==> src/rtl/encoder_4_to_2_pkg.sv <==
// Shared types, code constants and the priority-pick helper
// for the registered, queued 4-to-2 encoder.
package encoder_4_to_2_pkg;

    typedef enum logic {
        ST_IDLE = 1'b0,
        ST_HOLD = 1'b1
    } state_e;

    localparam logic [1:0] CODE_D0 = 2'b00;
    localparam logic [1:0] CODE_D1 = 2'b01;
    localparam logic [1:0] CODE_D2 = 2'b10;
    localparam logic [1:0] CODE_D3 = 2'b11;

    // Later matches overwrite earlier ones, so scan order sets priority.
    function automatic logic [1:0] pick_code(
        input logic [3:0] req,
        input logic       prio_high
    );
        logic [1:0] code;
        code = CODE_D0;
        if (prio_high) begin
            for (int i = 0; i < 4; i++) begin
                if (req[i]) code = 2'(i);
            end
        end else begin
            for (int i = 3; i >= 0; i--) begin
                if (req[i]) code = 2'(i);
            end
        end
        return code;
    endfunction

    function automatic logic [3:0] code_onehot(
        input logic [1:0] code
    );
        logic [3:0] oh;
        oh = 4'b0000;
        unique case (code)
            CODE_D0: oh = 4'b0001;
            CODE_D1: oh = 4'b0010;
            CODE_D2: oh = 4'b0100;
            CODE_D3: oh = 4'b1000;
            default: oh = 4'b0000;
        endcase
        return oh;
    endfunction

endpackage

==> src/rtl/encoder_4_to_2_priority_pick_4.sv <==
// Combinational pick of the highest-priority pending request.
// onehot is zero when nothing is requested.
module priority_pick_4
    import encoder_4_to_2_pkg::*;
#(
    parameter bit PRIORITY_HIGH = 1'b1
) (
    input  logic [3:0] req,
    output logic [1:0] code,
    output logic [3:0] onehot,
    output logic       any
);

    always_comb begin
        any    = |req;
        code   = pick_code(req, PRIORITY_HIGH);
        onehot = any ? code_onehot(code) : 4'b0000;
    end

endmodule

==> src/rtl/encoder_4_to_2.sv <==
// Registered, queued 4-to-2 priority encoder with a valid/ready
// output handshake; requests pend in P until emitted.
module encoder_4_to_2
    import encoder_4_to_2_pkg::*;
#(
    parameter bit PRIORITY_HIGH = 1'b1
) (
    input  logic clk,
    input  logic rst,
    input  logic E,
    input  logic D0,
    input  logic D1,
    input  logic D2,
    input  logic D3,
    input  logic RDY,
    output logic A,
    output logic B,
    output logic V,
    output logic BUSY
);

    state_e     state_q, state_d;
    logic [3:0] p_q, p_d;
    logic       a_q, a_d;
    logic       b_q, b_d;
    logic       v_q, v_d;

    logic [1:0] pick_code_w;
    logic [3:0] pick_oh;
    logic       pick_any;
    logic [3:0] clr;
    logic [3:0] req_in;
    logic       load;

    priority_pick_4 #(
        .PRIORITY_HIGH(PRIORITY_HIGH)
    ) u_pick (
        .req   (p_q),
        .code  (pick_code_w),
        .onehot(pick_oh),
        .any   (pick_any)
    );

    assign req_in = {D3, D2, D1, D0} & {4{E}};

    always_comb begin
        state_d = state_q;
        a_d     = a_q;
        b_d     = b_q;
        v_d     = v_q;
        load    = 1'b0;
        clr     = 4'b0000;
        unique case (state_q)
            ST_IDLE: load = pick_any;
            ST_HOLD: begin
                if (RDY) begin
                    load = pick_any;
                    if (!pick_any) begin
                        v_d     = 1'b0;
                        state_d = ST_IDLE;
                    end
                end
            end
            default: state_d = ST_IDLE;
        endcase
        if (load) begin
            {a_d, b_d} = pick_code_w;
            v_d        = 1'b1;
            state_d    = ST_HOLD;
            clr        = pick_oh;
        end
        // New requests win over the clear so level-held lines re-pend.
        p_d = (p_q & ~clr) | req_in;
    end

    always_ff @(posedge clk) begin
        if (rst) begin
            state_q <= ST_IDLE;
            p_q     <= 4'b0000;
            a_q     <= 1'b0;
            b_q     <= 1'b0;
            v_q     <= 1'b0;
        end else begin
            state_q <= state_d;
            p_q     <= p_d;
            a_q     <= a_d;
            b_q     <= b_d;
            v_q     <= v_d;
        end
    end

    assign A    = a_q;
    assign B    = b_q;
    assign V    = v_q;
    assign BUSY = v_q | (|p_q);

endmodule
==> config.mk <==
export PLATFORM = sky130hd
export DESIGN_NAME = encoder_4_to_2
export DESIGN_NICKNAME = d
export VERILOG_FILES = /design/src/rtl/encoder_4_to_2_pkg.sv /design/src/rtl/encoder_4_to_2_priority_pick_4.sv /design/src/rtl/encoder_4_to_2.sv
export SDC_FILE = /design/constraint.sdc
export NUM_CORES = 1
export LEC_CHECK = 0
export CAP_MARGIN = 20
export CORE_AREA = 5 5 42 44
export CTS_CLUSTER_SIZE = 25
export DETAILED_ROUTE_END_ITERATION = 6
export DIE_AREA = 0 0 47 49
export PLACE_DENSITY = 0.56
export SYNTH_ARGS = -nofsm -noshare
export SYNTH_HDL_FRONTEND = slang
export SYNTH_SLANG_ARGS = --single-unit
==> constraint.sdc <==
create_clock -name clk -period 1.26 [get_ports clk]
set_input_delay 0.189 -clock clk [delete_from_list [all_inputs] [get_ports clk]]
set_output_delay 0.189 -clock clk [all_outputs]
set_load 0.01 [all_outputs]
==> key figures <==
Run status
  – Status: complete, but fails checks
  – Failing checks: negative setup slack

Yosys
  – Synth Flop Type: dfxtp_1
  – Synthesized flop and latch total: 8
  – Yosys cell types: 18
  – Synth Area in Simple Gates: 20.9%
  – Cell count after synthesis: 36
  – EDFF count, synth: 0
  – Yosys warns: 0
  – Post-Synth XOR/XNOR Area: 0%
  – Post-synthesis sequential area ratio: 47.8%
  – Compound-Gate Fraction of Synth Area: 28.0%
  – Top-count cell post-synth: dfxtp_1
  – Synth top area share: 47.8%
  – Avg Inst Size Synth: 9.31 µm²
  – Syn Nets: 44
  – Synth async-reset ratio: 0%
  – Synth Area in Adders: 0%
  – Synthesized area: 335 µm²
  – Post-synthesis mux area share: 0%
  – Largest area contributor in the synthesized netlist: dfxtp_1
  – Largest family of logic cells by synthesized area: compound AO/OA/AOI/OAI gates
  – Largest cells by area after synthesis: dfxtp_1 48%, a21oi_1 9.0%, nor4_4 6.3%
  – Synth cell count leaders: 8 x dfxtp_1, 6 x a21oi_1, 3 x nand2_1, 3 x o21ai_0

Setup path
  – CP bufs+invs: 1
  – Worst R2R Path Depth: 4
  – WS Path Type: register to primary output
  – Critical path's slowest cell: dfxtp_2
  – R2r endpoint: B$_SDFFE_PP0P_
  – Max incr delay on CP: 330 ps
  – Crit path launch type: register
  – Worst R2R Setup Slack: 100 ps
  – Critical Path Fanout Max: 2
  – Worst Setup End Kind: primary output
  – Crit-path cells: nor4_4, or2b_1, buf_2
  – Arr. time, crit path: 1210 ps
  – Cell family with most CP delay: simple AND/OR/NAND/NOR gates
  – Worst EP required: 1070 ps
  – RR Startpoint: p_q[0]$_SDFF_PP0_

Clock tree
  – Clk buf depth: 2
  – CTS tree: built
  – CTS clock-pin slew for the worst setup and hold paths: 50 ps
  – Worst-Skew Late Latency: 240 ps
  – Cts bufs inserted: 3
  – Max H-tree Level: 1
  – Clock sinks: 8
  – Root Buffer: clkbuf_4

Routing
  – Routed Antenna Nets: 0
  – Final WL: 695 µm
  – Via count: 326
  – 1st-iter DRT viols: 2
  – DRT Pass-1 Iters: 2
  – Drt wl/cell: 9.65 µm
  – Via density: 4.53
  – # DRC: 0

Floorplanning
  – Die footprint: 0.00230 mm²
  – Die extent in x: 47 µm
  – Core area: 0.00140 mm²
  – Starting density of the core: 23.9%
  – Die Span Y: 49 µm
  – Row cnt: 14
  – Num ports: 12

GRT
  – Vias in the first global route: 317
  – First-pass GRT wire length: 1280 µm
  – GRT overflow: 0
  – Global Route Usage Sum: 7.69%
  – Initial antenna violation count: 0
  – Pin count of the biggest net entering global routing: 7

Place
  – GP Congestion: 0.706
  – Detail Placement HPWL: 555 µm
  – IO buf count: 11

Finish
  – Fraction of layout cells with a size suffix above 1: 28.6%
  – # fillers: 166
  – Storage element area: 163 µm²
  – # diodes: 0
  – Multi-input combinational cell area: 171 µm²
  – Post-layout nets: 66
  – Area grow syn2layout: 60.4%
  – Final Util: 38.4%

Timing
  – Slew @ Worst Pin: 231 ps
  – Fmax achieved: 0.715 GHz
  – Tcrit/Tclk final: 111%
  – Slew headroom: 84.4%
  – Tmin final: 1400 ps
  – Final worst slack: -139 ps
  – RSZ-0062 raised after global routing: yes
  – Final setup vio count: 1
  – Final Max Tran Viols: 0
  – Clk_skew: 4.01 ps
  – Final hold vios: 0

Min path
  – Worst hold path type: register to register
  – Worst Hold End: A$_SDFFE_PP0P_
  – Hold path depth: 2
  – Min-delay src: A$_SDFFE_PP0P_

Power
  – Total power: 0.606 mW
  – Power density cells: 1130 mW/mm²
  – Leak: 0.237 nW
  – VDD IR max: 627 µV

Run
  – Max-cap violations: 0
-- what timing repair did --
item                       4_1_cts  5_1_grt
setup endpoints to repair        4        3
hold buffers                     0        0
pin swaps                        1        1
buffers inserted                 0        0
resized for setup                8        2
-- worst register-to-register path, stage by stage, from the launching register on --
cell     delay (ps)
dfxtp_2         330
nor4_4          270
buf_4           170
nor2_2           40
o221a_1         240
-- per-stage QoR --
stage	hold WS (ps)	setup WS, ps	setup TNS [ps]	cell area, µm²	cells
after global routing	501	-236	-236	538	72
after detailed placement	469	-239	-621	514	69
final	472	-139	-139	538	72
after floorplan	325	111	0	335	36
after CTS	476	-171	-171	529	72
after global placement	473	-235	-633	514	69
-- how the worst max path moves through the flow --
stage,from,to,cells past startpoint
6_report,p_q[0]$_SDFF_PP0_,BUSY,3
5_1_grt,p_q[0]$_SDFF_PP0_,BUSY,3
4_1_cts,p_q[3]$_SDFF_PP0_,BUSY,3
3_5_place_dp,p_q[0]$_SDFF_PP0_,BUSY,3
3_3_place_gp,p_q[0]$_SDFF_PP0_,BUSY,3
2_1_floorplan,p_q[0]$_SDFF_PP0_,BUSY,2
-- sequential cells by signal, summed over array words and instances (netlist names) --
signal,count
p_q,4
A,1
B,1
V,1
state_q,1
-- power by group --
part / switching, mW / leakage [nW] / internal, mW
logic: 0.0538 / 0.157 / 0.0787
clock network: 0.0757 / 0.0138 / 0.108
registers: 0.0143 / 0.0669 / 0.275
-- placed cells by master, fill, tap and decap left out --
cell type,netlist,layout
inv_1,2,2
o221a_1,1,1
or2b_1,1,1
buf_2,0,1
nor2_1,1,1
clkdlybuf4s50_1,0,7
a22oi_1,1,1
dfxtp_2,0,2
o21ai_0,3,3
a21oi_1,6,6
o41ai_2,0,1
o21a_1,1,1
o31ai_1,1,1
dlygate4sd2_1,0,3
nor2_2,1,1
and2b_1,1,1
nand2_1,3,3
nor4_4,1,1
a31oi_1,1,1
nand2b_1,2,2
clkbuf_4,0,3
buf_4,0,7
dfxtp_1,8,6
-- per-layer routing --
layer / up-vias / wire length [µm] / global-route usage (%)
met3: 0 / 85 / 2.58
li1: 172 / - / -
met5: - / 0 / 0
met1: 144 / 303 / 10.6
met4: 0 / 0 / 5.53
met2: 10 / 307 / 9.50
-- cells by family after synthesis --
kind of cell	count (synthesis)
compound gates	15
flops	8
simple gates	10
buf+inv	3
-- layout make-up --
| cell class | count | share of cell area (%) |
|---|---|---|
| clock buffer | 3 | 4.19 |
| multi-input combinational | 25 | 31.9 |
| timing repair buffer | 18 | 28.6 |
| tap | 16 | 3.72 |
| sequential | 8 | 30.2 |
| inverter | 2 | 1.40 |
No activity file was read; power rests on OpenSTA's default activity.
